--- src/rtl/fifo_reader_if.sv ---
// -----------------------------------------------------------------------------
// fifo_reader_if
//
// Bundle of the read-side FIFO signals shared between the read controller,
// the write-pointer logic, the synchronous FIFO memory and the output sink.
//
// Parameters
//   ADDR_WIDTH : memory address bits (depth = 2**ADDR_WIDTH)
//   DATA_WIDTH : word width
//
// Signals
//   wr_ptr    : write pointer from the writer (ADDR_WIDTH+1 bits, MSB = wrap)
//   rd_ptr    : read pointer, next word to fetch
//   mem_addr  : memory read address (low bits of rd_ptr)
//   mem_rd    : memory read strobe
//   mem_rdata : memory read data, valid the cycle after mem_rd
//   m_data    : output stream word (buffer head)
//   m_valid   : output stream valid
//   m_ready   : output stream ready from the sink
//   empty     : no unfetched words
//   level     : wr_ptr - rd_ptr (unfetched word count)
//   overrun   : sticky writer-overrun flag (FIFO_READER_OVERRUN_CHECK_EN only)
//
// Modports
//   master : the read controller
//   slave  : the environment (writer, memory, sink)
// -----------------------------------------------------------------------------
interface fifo_reader_if #(
   parameter int ADDR_WIDTH = 3,
   parameter int DATA_WIDTH = 8
);
   logic [ADDR_WIDTH:0]   wr_ptr;
   logic [ADDR_WIDTH:0]   rd_ptr;
   logic [ADDR_WIDTH-1:0] mem_addr;
   logic                  mem_rd;
   logic [DATA_WIDTH-1:0] mem_rdata;
   logic [DATA_WIDTH-1:0] m_data;
   logic                  m_valid;
   logic                  m_ready;
   logic                  empty;
   logic [ADDR_WIDTH:0]   level;

`ifdef FIFO_READER_OVERRUN_CHECK_EN
   logic                  overrun;

   modport master (
      input  wr_ptr, mem_rdata, m_ready,
      output rd_ptr, mem_addr, mem_rd, m_data, m_valid, empty, level, overrun
   );

   modport slave (
      output wr_ptr, mem_rdata, m_ready,
      input  rd_ptr, mem_addr, mem_rd, m_data, m_valid, empty, level, overrun
   );
`else
   modport master (
      input  wr_ptr, mem_rdata, m_ready,
      output rd_ptr, mem_addr, mem_rd, m_data, m_valid, empty, level
   );

   modport slave (
      output wr_ptr, mem_rdata, m_ready,
      input  rd_ptr, mem_addr, mem_rd, m_data, m_valid, empty, level
   );
`endif

endinterface

--- src/rtl/fifo_reader.sv ---
// -----------------------------------------------------------------------------
// fifo_reader
//
// Read-side controller of a FIFO. Owns the read pointer, detects available
// data by comparing against the writer's pointer, fetches words from a
// synchronous (one-cycle latency) memory and presents them on a valid/ready
// stream through a two-entry output buffer. With a never-stalling sink it
// sustains one word per cycle.
//
// Ports
//   i_clk   : clock (single domain)
//   i_reset : synchronous, active-high reset
//   bus     : fifo_reader_if.master (pointers, memory read port, output stream,
//             empty/level status)
//
// Configuration macro
//   FIFO_READER_OVERRUN_CHECK_EN : when defined, drives bus.overrun, a sticky
//                                  flag set whenever level exceeds the depth.
//
// Output buffer states
//   state     | meaning
//   ----------+--------------------------------------------
//   BUF_EMPTY | no buffered word, m_valid low
//   BUF_ONE   | head slot holds the next output word
//   BUF_TWO   | head and tail slots both hold words
// -----------------------------------------------------------------------------
module fifo_reader #(
   parameter int ADDR_WIDTH = 3,
   parameter int DATA_WIDTH = 8
) (
   input  logic             i_clk,
   input  logic             i_reset,
   fifo_reader_if.master    bus
);

   localparam logic [ADDR_WIDTH:0] LP_PTR_ONE = {{ADDR_WIDTH{1'b0}}, 1'b1};
   localparam logic [ADDR_WIDTH:0] LP_DEPTH   = {1'b1, {ADDR_WIDTH{1'b0}}};

   typedef enum logic [1:0] {
      BUF_EMPTY = 2'd0,
      BUF_ONE   = 2'd1,
      BUF_TWO   = 2'd2
   } buf_state_t;

   buf_state_t            r_state;
   logic [ADDR_WIDTH:0]   r_rd_ptr;
   logic                  r_inflight;
   logic                  r_m_valid;
   logic [DATA_WIDTH-1:0] r_head;
   logic [DATA_WIDTH-1:0] r_tail;

   logic                  w_empty;
   logic [ADDR_WIDTH:0]   w_level;
   logic                  w_pop;
   logic                  w_capture;
   logic                  w_fetch;
   logic [1:0]            w_buf_cnt;
   logic [2:0]            w_committed;

   // ---------------------------------------------------------------------------
   // Status: modulo pointer difference stays correct across the wrap.
   // ---------------------------------------------------------------------------
   assign w_empty = (bus.wr_ptr == r_rd_ptr);
   assign w_level = bus.wr_ptr - r_rd_ptr;

   assign w_pop     = r_m_valid & bus.m_ready;
   assign w_capture = r_inflight;

   assign w_buf_cnt = (r_state == BUF_TWO) ? 2'd2 :
                      (r_state == BUF_ONE) ? 2'd1 : 2'd0;

   // Slots that will be occupied after this edge if no new read is issued:
   // current fill plus the word returning from memory, minus the word leaving.
   // A pop only happens with a non-empty buffer, so this never underflows.
   assign w_committed = {1'b0, w_buf_cnt} + {2'b00, r_inflight} - {2'b00, w_pop};

   // A new fetch is allowed only if its returning word is guaranteed a slot.
   assign w_fetch = !i_reset && !w_empty && (w_committed < 3'd2);

   // ---------------------------------------------------------------------------
   // Read pointer and in-flight tracking
   // ---------------------------------------------------------------------------
   always_ff @(posedge i_clk) begin
      if (i_reset) begin
         r_rd_ptr   <= '0;
         r_inflight <= 1'b0;
      end else begin
         if (w_fetch) begin
            r_rd_ptr <= r_rd_ptr + LP_PTR_ONE;
         end
         // Clearing on reset drops any read still returning from memory.
         r_inflight <= w_fetch;
      end
   end

   // ---------------------------------------------------------------------------
   // Output buffer FSM. The head slot drives m_data directly so the word is
   // stable while the sink stalls; the tail slot only fills when the head is
   // occupied and not leaving.
   // ---------------------------------------------------------------------------
   always_ff @(posedge i_clk) begin
      if (i_reset) begin
         r_state   <= BUF_EMPTY;
         r_m_valid <= 1'b0;
         r_head    <= '0;
         r_tail    <= '0;
      end else begin
         unique case (r_state)
            BUF_EMPTY: begin
               if (w_capture) begin
                  r_head    <= bus.mem_rdata;
                  r_state   <= BUF_ONE;
                  r_m_valid <= 1'b1;
               end
            end

            BUF_ONE: begin
               if (w_capture && w_pop) begin
                  // head leaves and the returning word takes its place
                  r_head <= bus.mem_rdata;
               end else if (w_capture) begin
                  r_tail  <= bus.mem_rdata;
                  r_state <= BUF_TWO;
               end else if (w_pop) begin
                  r_state   <= BUF_EMPTY;
                  r_m_valid <= 1'b0;
               end
            end

            BUF_TWO: begin
               if (w_pop) begin
                  r_head <= r_tail;
                  if (w_capture) begin
                     r_tail <= bus.mem_rdata;
                  end else begin
                     r_state <= BUF_ONE;
                  end
               end
            end

            default: begin
               r_state   <= BUF_EMPTY;
               r_m_valid <= 1'b0;
            end
         endcase
      end
   end

   // The fetch credit must make a capture into a full, stalled buffer impossible.
   property p_no_capture_into_full;
      @(posedge i_clk) disable iff (i_reset)
         (r_state == BUF_TWO) |-> !(w_capture && !w_pop);
   endproperty
   a_no_capture_into_full : assert property (p_no_capture_into_full);

   // ---------------------------------------------------------------------------
   // Optional sticky writer-overrun flag
   // ---------------------------------------------------------------------------
`ifdef FIFO_READER_OVERRUN_CHECK_EN
   logic r_overrun;

   always_ff @(posedge i_clk) begin
      if (i_reset) begin
         r_overrun <= 1'b0;
      end else if (w_level > LP_DEPTH) begin
         r_overrun <= 1'b1;
      end
   end

   assign bus.overrun = r_overrun;
`endif

   // ---------------------------------------------------------------------------
   // Outputs
   // ---------------------------------------------------------------------------
   assign bus.rd_ptr   = r_rd_ptr;
   assign bus.mem_addr = r_rd_ptr[ADDR_WIDTH-1:0];
   assign bus.mem_rd   = w_fetch;
   assign bus.m_data   = r_head;
   assign bus.m_valid  = r_m_valid;
   assign bus.empty    = w_empty;
   assign bus.level    = w_level;

endmodule

--- src/flat_wrapper.sv ---
// flat-port wrapper written by rule: the top's interface ports become plain ports
module fifo_reader_flat 
#(
   parameter int ADDR_WIDTH = 3,
   parameter int DATA_WIDTH = 8
)
  (i_clk, i_reset, bus_wr_ptr, bus_mem_rdata, bus_m_ready, bus_rd_ptr, bus_mem_addr, bus_mem_rd, bus_m_data, bus_m_valid, bus_empty, bus_level);
  fifo_reader_if #(.ADDR_WIDTH(ADDR_WIDTH), .DATA_WIDTH(DATA_WIDTH)) bus_i ();
  input  logic i_clk;
  input  logic i_reset;
  input wire logic [$bits(bus_i.wr_ptr)-1:0] bus_wr_ptr;
  input wire logic [$bits(bus_i.mem_rdata)-1:0] bus_mem_rdata;
  input wire logic [$bits(bus_i.m_ready)-1:0] bus_m_ready;
  output wire logic [$bits(bus_i.rd_ptr)-1:0] bus_rd_ptr;
  output wire logic [$bits(bus_i.mem_addr)-1:0] bus_mem_addr;
  output wire logic [$bits(bus_i.mem_rd)-1:0] bus_mem_rd;
  output wire logic [$bits(bus_i.m_data)-1:0] bus_m_data;
  output wire logic [$bits(bus_i.m_valid)-1:0] bus_m_valid;
  output wire logic [$bits(bus_i.empty)-1:0] bus_empty;
  output wire logic [$bits(bus_i.level)-1:0] bus_level;
  assign bus_i.wr_ptr = bus_wr_ptr;
  assign bus_i.mem_rdata = bus_mem_rdata;
  assign bus_i.m_ready = bus_m_ready;
  assign bus_rd_ptr = bus_i.rd_ptr;
  assign bus_mem_addr = bus_i.mem_addr;
  assign bus_mem_rd = bus_i.mem_rd;
  assign bus_m_data = bus_i.m_data;
  assign bus_m_valid = bus_i.m_valid;
  assign bus_empty = bus_i.empty;
  assign bus_level = bus_i.level;
  fifo_reader #(.ADDR_WIDTH(ADDR_WIDTH), .DATA_WIDTH(DATA_WIDTH)) u_core (.i_clk(i_clk), .i_reset(i_reset), .bus(bus_i));
endmodule
--- config.mk ---
export PLATFORM = sky130hd
export DESIGN_NAME = fifo_reader_flat
export DESIGN_NICKNAME = d
export VERILOG_FILES = /design/src/rtl/fifo_reader_if.sv /design/src/rtl/fifo_reader.sv /design/src/flat_wrapper.sv
export SDC_FILE = /design/constraint.sdc
export NUM_CORES = 1
export LEC_CHECK = 0
export ABC_AREA = 0
export BUFFER_PORTS_ARGS = -buffer_cell sky130_fd_sc_hd__clkbuf_2
export CORE_MARGIN = 4
export CORE_UTILIZATION = 35
export DETAILED_ROUTE_END_ITERATION = 8
export HOLD_SLACK_MARGIN = 0.08
export PLACE_DENSITY_LB_ADDON = 0.2
export SYNTH_ARGS = -nofsm -noshare
export SYNTH_HDL_FRONTEND = slang
export SYNTH_SLANG_ARGS = --single-unit
--- constraint.sdc ---
create_clock -name i_clk -period 2.4 [get_ports i_clk]
set_input_delay 0.6 -clock i_clk [delete_from_list [all_inputs] [get_ports i_clk]]
set_output_delay 0.6 -clock i_clk [all_outputs]
set_load 0.1 [all_outputs]
### Word level (Yosys, flattened, before mapping)

Cells that the tools add are included.

| operators by class | value |
|---|---|
| add/sub/neg operators | 4 |
| magnitude comparators | 1 |
| equality and inequality tests | 11 |
| muxes and demuxes | 22 |
| bitwise gates (word level) | 2 |
| reduce and logical (&&, ||, !) cells | 12 |

Operators by type and width:

| cell | count |
|---|---|
| 2-to-1 mux 8 bit | 6 |
| case mux 8 bit (3 select lines) | 1 |
| case mux 8 bit (2 select lines) | 1 |
| 2-to-1 mux 2 bit | 7 |
| AND reduction 5 bit | 2 |
| != test 2 bit (second input constant) | 4 |
| != test 2 x 1 -> 1 bit (second input constant) | 3 |
| case mux 2 bit (3 select lines) | 1 |
| 2-to-1 mux 1 bit | 5 |
| adder 4 x 1 -> 4 bit (second input constant) | 1 |
| == test 4 bit | 1 |
| AND reduction 4 bit | 1 |
| subtractor 4 bit | 1 |
| adder 2 x 1 -> 3 bit | 1 |
| logical AND 1 bit | 3 |
| < comparator 3 x 2 -> 1 bit (second input constant) | 1 |
| != test 3 x 1 -> 1 bit (second input constant) | 1 |
| case mux 1 bit (3 select lines) | 1 |
| AND reduction 3 bit | 1 |
| nonzero test 3 bit | 1 |
| subtractor 3 x 1 -> 3 bit | 1 |
| == test 2 x 1 -> 1 bit (second input constant) | 1 |
| == test 2 bit (second input constant) | 1 |
| logical NOT 1 bit | 2 |
| other kinds (4) | 4 |

| storage, ports and cells | value |
|---|---|
| register bits | 24 |
| input bits | 15 |
| output and inout bits | 22 |
| word-level logic and storage cells | 58 |

### Longest topological paths before layout

Gate-level depths: netlist of run 1.

| depth | value |
|---|---|
| depth after elaboration | 7 |
| depth in mapped cells | 8 |
| mapped depth without buffers | 8 |

### Least setup slack after synthesis of run 1

OpenSTA, ideal clock, no wires.

| timing | value |
|---|---|
| path kind | flip-flop to output port |
| from | reg u_core.r_m_valid, in the netlist u_core.bus.m_valid |
| to | out bus_mem_rd |
| data arrival time | 4385 ps |
| slack | -2585 ps |
| stages on the path, launching flop included | 8 |
| path buffers | 0 |
| cells stage by stage | dfxtp_1 nand2_1 xnor2_1 nand3_1 fa_1 nand2b_1 mux2_4 nor3_1 |

| between the ends | value |
|---|---|
| cells in the longest elaborated chain, start to end | 4 |

Ends and longest elaborated chain:

| item | line | text |
|---|---|---|
| from (decl) | fifo_reader.sv:48 | `logic r_m_valid;` |
| from (signal assigned) | fifo_reader.sv:104 | `r_m_valid <= 1'b0;` |
| from (signal assigned) | fifo_reader.sv:113 | `r_m_valid <= 1'b1;` |
| from (signal assigned) | fifo_reader.sv:126 | `r_m_valid <= 1'b0;` |
| AND 1 bit | fifo_reader.sv:66 | `assign w_pop = r_m_valid & bus.m_ready;` |
| subtractor 3 x 1 -> 3 bit | fifo_reader.sv:75 | `assign w_committed = {1'b0, w_buf_cnt} + {2'b00, r_inflight} - {2'b00, w_pop};` |
| < comparator 3 x 2 -> 1 bit | fifo_reader.sv:78 | `assign w_fetch = !i_reset && !w_empty && (w_committed < 3'd2);` |
| logical AND 1 bit | fifo_reader.sv:78 |  |
| to (decl) | flat_wrapper.sv:16 | `output wire logic [$bits(bus_i.mem_rd)-1:0] bus_mem_rd;` |

Every way passes these cells.

### Final worst setup path of run 1

| timing | value |
|---|---|
| from | in bus_m_ready |
| to | out bus_mem_rd |

| between the ends | value |
|---|---|
| cells in the longest elaborated chain, start to end | 4 |

Ends and longest elaborated chain:

| item | line | text |
|---|---|---|
| from (decl) | flat_wrapper.sv:13 | `input wire logic [$bits(bus_i.m_ready)-1:0] bus_m_ready;` |
| AND 1 bit | fifo_reader.sv:66 |  |
| subtractor 3 x 1 -> 3 bit | fifo_reader.sv:75 |  |
| < comparator 3 x 2 -> 1 bit | fifo_reader.sv:78 |  |
| logical AND 1 bit | fifo_reader.sv:78 |  |

Every way passes these cells.

==> flow_summary.ini, run 1 <==
[clock_network]
clk_pin_slew_ps = 80
ctsHoldBuffers = 0
clockBufferDepth = 2
cts_root_buf = clkbuf_8
cts.sinks = 24
htree_levels = 1
cts_buffers = 3
cts_tree = built
clock_latency_ps = 270

[worst_setup_path]
end_kind = output port
required_ps = 1800
crit_chain = buf_8, nand2_4, xnor2_2, nand3_1, fa_1, nand2b_1, mux2_4, nor3_4, buf_12
slowest_delay_ps = 510
worstSetupPathType = in -> out
slowest_stage = fa_1
worstSetupStartpointType = primary input
critPathBufInv = 2
worst-path-max-fanout = 3
crit_arrival_ps = 2190
crit_family = adder cells

[global_route]
grt_pass1_vias = 1216
antenna_found_initial = 0
grt_pass1_wl_um = 5420
grt_max_degree = 34
groute.usage.overall_pct = 13.3
grt.overflow.total = 0

[outcome]
status = finished with violations
violations = setup timing

[timing]
min_period_ps = 2790
max_slew_margin_pct = 63.9
fin_crit_sh_pct = 116
grt_setup_unrepaired = yes
fmax_ghz = 0.359
hold_viol_final = 0
fin_skew_ps = 3.63
setup_viol = 1
slew_viol_final = 0
finalWorstSetupSlack_ps = -389
worstMarginPinSlew_ps = 543

[detailed_routing]
wl_met3_um = 189
drc = 0
drt_iter0_markers = 73
wl_met2_um = 1500
highest_layer = met4
antenna_left = 0
route.vias.total = 1195
wl_met1_um = 1350
wire_per_inst_um = 12.4
wl_um = 3050
vias_per_cell = 4.86
drt_first_pass_iters = 4

[min_path]
hold_class = reg -> reg

[placement]
io_buffers = 36
hpwl_um = 2370
place_area_um2 = 1820
routabilityCongestion = 0.748

[yosys]
syn_inst = 154
yosys_warnings = 0
synth-seq-area-share_pct = 36.6
synthArstFlopShare_pct = 0
synthFlopType = dfxtp_1
synth_edf_count = 0
syn_area_per_cell_um2 = 8.53
yosys.cell_types.count = 37
synth.net_count = 175
synth_area_um2 = 1310
ys_seq_elements = 24

[floorplan]
pin_count = 37
die_x_um = 69.3
die_area_um2 = 4800
core_area_um2 = 3470
floorplan.initialDensity_pct = 37.9
fp-row-count = 21
die_y_um = 69.3

[finish]
final_cell_mix = clkbuf_2, dfxtp_1, nand2b_1
design_area_um2 = 1940
final_common_cell = clkbuf_2
drive_gt1_share_pct = 39.5
layout.nets = 222
n_antenna_cell = 0
area_delta_synth_final_pct = 47.4
fill_cells = 330

[run]
maxCapViolations = 0
## area by class of cell
type | count | area (um2) | share of cell area (%)
clock inverter | 1 | 30.0 | 1.55
sequential | 24 | 497 | 25.6
timing repair buffer | 50 | 389 | 20.1
tap | 46 | 57.6 | 2.97
multi-input combinational | 111 | 875 | 45.2
inverter | 11 | 47.5 | 2.45
clock buffer | 3 | 41.3 | 2.13
## metrics by stage
step | TNS [ps] | hold slack [ps] | worst slack (ps) | instances | util [%]
after floorplan | -769 | 449 | -766 | 154 | -
after detailed placement | -1580 | 474 | -512 | 242 | 52.6
after global placement | -1180 | 459 | -449 | 242 | 52.6
final | -389 | 483 | -389 | 246 | 55.8
after global routing | -493 | 500 | -478 | 246 | 55.8
after CTS | -504 | 488 | -410 | 247 | 56.0
## cells by family (layout without fill, tap and decap cells)
kind of cell	after synthesis	after routing	share of synthesized area (%)
xor gates and xnor gates	4	4	2.67
adders and majority gates	6	6	6.86
and+or+nand+nor	66	66	26.0
muxes	10	10	8.10
buffers and inverters	19	65	6.57
AOI/OAI and AO/OA	25	25	13.2
DFF	24	24	36.6
## state kept, by name, summed over array words and instances (netlist names)
name                count
u_core.bus.m_data       8
u_core.r_tail           8
u_core.bus.rd_ptr       4
u_core.r_state          2
u_core.bus.m_valid      1
u_core.r_inflight       1
## path summary, 6_finish.rpt
kind	cells after the start	endpoint	start	slack [ps]
setup reg to reg	7	u_core.bus.rd_ptr[2]	u_core.r_inflight	100
setup / recovery	9	bus_mem_rd	bus_m_ready	-390
hold / removal	2	u_core.r_tail[6]	u_core.r_tail[6]	480
hold reg to reg	2	u_core.r_tail[6]	u_core.r_tail[6]	480
## layer usage
layer,vias up,track usage [%]
li1,612,-
met1,550,16.2
met2,31,22.7
met3,2,3.48
met4,0,4.34
met5,-,0
## tightest hold or removal path: stages, from the launching register on
cell	delay, ps
dfxtp_1	320
nand2b_1	70
mux2i_1	60
## repair_timing
item / 4_1_cts / 5_1_grt
gates resized for setup: 7 / 2
buffers inserted: 1 / 0
pin swaps: 3 / 1
setup endpoints to repair: 3 / 5
## synthesized netlist by cell type (2+ instances only)
cell type,count,area share [%]
a21oi_1,8,3.0
a311oi_1,8,5.3
buf_4,3,1.7
clkbuf_1,4,1.1
dfxtp_1,24,37
fa_1,2,3.0
ha_1,4,3.8
inv_1,10,2.9
mux2i_1,8,6.1
nand2_1,18,5.1
nand2b_1,18,8.6
nand3_1,3,1.1
nor2_1,16,4.6
nor3_1,2,0.76
o21ai_0,2,0.76
xnor2_1,2,1.3
xor2_1,2,1.3
Power of run 1 is not shown: default switching activity piles up to over one toggle a cycle in this logic, so the estimate is an artifact.
==> inputs of run 2 (changes only) <==
--- a/config.mk
+++ b/config.mk
@@ -8,7 +8,7 @@
 export ABC_AREA = 0
 export BUFFER_PORTS_ARGS = -buffer_cell sky130_fd_sc_hd__clkbuf_2
 export CORE_MARGIN = 4
-export CORE_UTILIZATION = 35
+export CORE_UTILIZATION = 46
 export DETAILED_ROUTE_END_ITERATION = 8
 export HOLD_SLACK_MARGIN = 0.08
 export PLACE_DENSITY_LB_ADDON = 0.2
==> run 2 against run 1 <==
The run still ends with setup timing left. Worst setup slack worse by 38 ps. Critical endpoint unchanged. Clock-buffer cell count grew 1. Final cell count decreased by 3.7%. Largest cell class unchanged.
==> flow_summary.ini, run 2 (same netlist as run 1, synthesis figures left out) <==
[timing]
setup_viol = 3
max_slew_margin_pct = 21.2
finalSetupTns_ps = -466
hold_viol_final = 0
grt_setup_unrepaired = yes
fmax_ghz = 0.354
fin_crit_sh_pct = 118
hold-worst-slack_ps = 488
fin_skew_ps = 2.88
min_period_ps = 2830
worstMarginPinSlew_ps = 1180
slew_viol_final = 0
finalWorstSetupSlack_ps = -426

[clock_network]
cts.sinks = 24
clk_pin_slew_ps = 140
htree_levels = 1
ctsHoldBuffers = 0
cts_tree = built
clockBufferDepth = 2
clock_latency_ps = 320
cts_buffers = 3
cts_root_buf = clkbuf_4

[worst_setup_path]
crit_start = bus_m_ready
end_kind = output port
slowest_stage = fa_1
worstSetupStartpointType = primary input
r2r_cells = 10
slowest_delay_ps = 510
worst-path-max-fanout = 3
crit_arrival_ps = 2230
worstSetupPathType = in -> out
ff2ff_setup_slack_ps = -30
crit_chain = clkbuf_8, nand2_4, xnor2_2, nand3_1, fa_1, nand2b_1, mux2_4, nor3_4, buf_12
required_ps = 1800
r2r-start = u_core.bus.m_valid
r2r_end = u_core.bus.rd_ptr[3]

[global_route]
grt.overflow.total = 0
grt_max_degree = 34
grt_pass1_wl_um = 5080
groute.usage.overall_pct = 18.0
antenna_found_initial = 0
grt_pass1_vias = 1150

[detailed_routing]
wl_um = 3190
drc = 0
drt_first_pass_iters = 4
route.vias.total = 1252
drt_iter0_markers = 41
wire_per_inst_um = 13.5
antenna_left = 0
vias_per_cell = 5.28

[finish]
fin_cells = 237
drive_gt1_share_pct = 43.7
final_common_cell = clkbuf_2
fin_util_pct = 71.8
layout.nets = 228
fill_cells = 207
area_delta_synth_final_pct = 49.4
final_cell_mix = clkbuf_2, buf_4, nand2b_1, dfxtp_1, nand2_1
n_antenna_cell = 0

[min_path]
hold_path_startpoint = u_core.r_tail[2]
hold_class = reg -> reg
holdPathStages = 2
min_to = u_core.bus.m_data[2]

[outcome]
status = finished with violations
violations = setup timing

[floorplan]
die_y_um = 61.4
core_area_um2 = 2730
pin_count = 37
die_area_um2 = 3770
floorplan.initialDensity_pct = 48.1
die_x_um = 61.4
fp-row-count = 19

[placement]
io_buffers = 36
dp.cells = 227
routabilityCongestion = 0.839
hpwl_um = 2380

[run]
maxCapViolations = 0
run 2: critical path, delay by kind of cell:
family                     cells  cell delay (ps)
adders and majority gates      1              510
xor gates and xnor gates       1              110
and+or+nand+nor                4              400
muxes                          1              290
buffers and inverters          2              320
run 2: timing repair:
action | in CTS | in global routing
endpoints found under the setup margin | 3 | 4
gates cloned | 0 | 0
pin swaps | 2 | 4
gates resized for setup | 4 | 9
buffers inserted | 0 | 6
run 2: area by class of cell:
| cell class | count | area [um2] | area share [%] |
|---|---|---|---|
| multi-input combinational | 111 | 898 | 45.8 |
| sequential | 24 | 498 | 25.4 |
| timing repair buffer | 56 | 433 | 22.1 |
| clock buffer | 4 | 47.5 | 2.42 |
| inverter | 11 | 47.5 | 2.42 |
| tap | 31 | 38.8 | 1.98 |
run 2: routing by layer:
layer	vias up	GRT usage [%]	wire length, um
met5	-	0	0
met4	0	7.88	59
li1	626	-	-
met1	574	20.4	1240
met2	45	32.6	1640
met3	7	3.35	244
run 2: how the worst max path moves through the flow:
stage                      end  slack, ps  depth (start not counted)
global route        bus_mem_rd       -500                          8
floorplan           bus_mem_rd       -770                          7
finish              bus_mem_rd       -430                          9
CTS                 bus_mem_rd       -440                          8
global placement    bus_mem_rd       -440                          9
detailed placement  bus_mem_rd       -560                          9
run 2: stage by stage:
stage          setup WS, ps  area, um2
3_3_place_gp           -443       1810
3_5_place_dp           -559       1810
4_1_cts                -441       1880
6_report               -426       1960
5_1_grt                -502       1960
2_1_floorplan          -766       1430
Power of run 2 is left out for the same reason.
==> inputs of run 3 (changes only) <==
--- a/config.mk
+++ b/config.mk
@@ -8,10 +8,11 @@
 export ABC_AREA = 0
 export BUFFER_PORTS_ARGS = -buffer_cell sky130_fd_sc_hd__clkbuf_2
 export CORE_MARGIN = 4
-export CORE_UTILIZATION = 46
+export CORE_UTILIZATION = 35
 export DETAILED_ROUTE_END_ITERATION = 8
 export HOLD_SLACK_MARGIN = 0.08
 export PLACE_DENSITY_LB_ADDON = 0.2
 export SYNTH_ARGS = -nofsm -noshare
 export SYNTH_HDL_FRONTEND = slang
 export SYNTH_SLANG_ARGS = --single-unit
+export TNS_END_PERCENT = 5
==> run 3 against run 2 <==
The flow still finishes with violations (setup timing). Fmax grew 2.0%. Die area grew 27%. Sequential share of layout area grew 1.3 points. Via count shrank 2.9%. Wire length shrank 1.7%. Hold slack lost 11 ps. Highest routed layer unchanged. Register-to-register slack gained 100 ps. First-iteration DRC count grew 66%. Worst setup slack gained 56 ps.
==> flow_summary.ini, run 3 (same netlist as run 1, synthesis figures left out) <==
[timing]
max_slew_margin_pct = 18.0
finalWorstSetupSlack_ps = -371
worstMarginPinSlew_ps = 1230
fmax_ghz = 0.361
fin_crit_sh_pct = 115
hold_viol_final = 0
min_period_ps = 2770
slew_viol_final = 0
fin_skew_ps = 1.95
setup_viol = 1
grt_setup_unrepaired = yes

[finish]
final_common_cell = clkbuf_2
n_antenna_cell = 0
area_delta_synth_final_pct = 40.4
drive_gt1_share_pct = 35.5
fill_cells = 343
ff_latch_area_um2 = 492
final_cell_mix = clkbuf_2, dfxtp_1, nand2b_1
multi_input_area_um2 = 800
layout.nets = 222

[clock_network]
clock_latency_ps = 270
clk_pin_slew_ps = 90
htree_levels = 1
cts_root_buf = clkbuf_8
cts.sinks = 24
cts_tree = built
cts_buffers = 3
clockBufferDepth = 2

[worst_setup_path]
crit_arrival_ps = 2170
worstSetupStartpointType = primary input
crit_family = adder cells
slowest_stage = fa_1
worstSetupPathType = in -> out
crit_chain = buf_8, nand2_4, xnor2_2, nand3_1, fa_1, nand2b_1, mux2_4, nor3_4, buf_12
critPathBufInv = 2
worst-path-max-fanout = 3
required_ps = 1800
slowest_delay_ps = 510
end_kind = output port

[outcome]
status = finished with violations
violations = setup timing

[detailed_routing]
wl_um = 3130
drc = 0
vias_per_cell = 4.94
drt_iter0_markers = 68
route.vias.total = 1216
wire_per_inst_um = 12.7
antenna_left = 0
drt_first_pass_iters = 4

[floorplan]
fp-row-count = 21
core_area_um2 = 3470
die_y_um = 69.3
die_area_um2 = 4800
die_x_um = 69.3
pin_count = 37
floorplan.initialDensity_pct = 37.9

[placement]
hpwl_um = 2300
place_ws_ps = -478
io_buffers = 36
routabilityCongestion = 0.882

[global_route]
grt_pass1_wl_um = 5600
antenna_found_initial = 0
groute.usage.overall_pct = 14.3
grt_max_degree = 34
grt_pass1_vias = 1216
grt.overflow.total = 0

[run]
maxCapViolations = 0

[min_path]
hold_class = reg -> reg
==> run 3: changes by cell type in the layout (fill, tap and decap cells not counted), sizes merged <==
| cell | previous run | this run |
|---|---|---|
| buf | 26 | 21 |
| clkbuf | 34 | 33 |
| clkinvlp | 1 | 0 |
| inv | 10 | 11 |
==> run 3: layout make-up <==
class                           instances  area share, %
Timing Repair Buffer                   50           20.9
Multi-Input combinational cell        111           43.4
Inverter                               11           2.37
Sequential cell                        24           26.7
Clock buffer                            4           3.60
Tap cell                               46           3.12
==> run 3: metal layers <==
metal / vias to the layer above / routed length (um) / global-route usage [%]
li1: 612 / - / -
met2: 32 / 1530 / 25.1
met3: 4 / 180 / 3.33
met4: 0 / 32 / 5.42
met1: 568 / 1390 / 16.6
met5: - / 0 / 0
==> run 3: final timing paths <==
check	startpoint	endpoint	slack, ps	depth (start not counted)
max	bus_m_ready	bus_mem_rd	-370	9
min	u_core.r_tail[7]	u_core.r_tail[7]	480	2
max reg2reg	u_core.r_inflight	u_core.bus.rd_ptr[3]	70	7
min reg2reg	u_core.r_tail[7]	u_core.r_tail[7]	480	2
==> run 3: worst min-delay path, delay by kind of cell, from the launching register on <==
family | cells | cell delay (ps)
and+or+nand+nor | 1 | 60
muxes | 1 | 50
DFF | 1 | 320
==> run 3: stage by stage <==
| step | utilization [%] | cells | TNS [ps] | area [um2] | hold slack [ps] |
|---|---|---|---|---|---|
| global route | 53.2 | 246 | -552 | 1840 | 502 |
| detailed placement | 50.4 | 242 | -1370 | 1750 | 466 |
| floorplan | - | 154 | -1990 | 1360 | 449 |
| CTS | 52.9 | 246 | -398 | 1840 | 481 |
| global placement | 50.4 | 242 | -1160 | 1750 | 458 |
| finish | 53.2 | 246 | -371 | 1840 | 477 |
==> run 3: what timing repair did <==
action,4_1_cts,5_1_grt
endpoints found under the setup margin,3,6
hold buffers,0,0
buffers inserted,0,0
gates resized for setup,4,2
pin swaps,2,0
Power of run 3 is left out for the same reason.
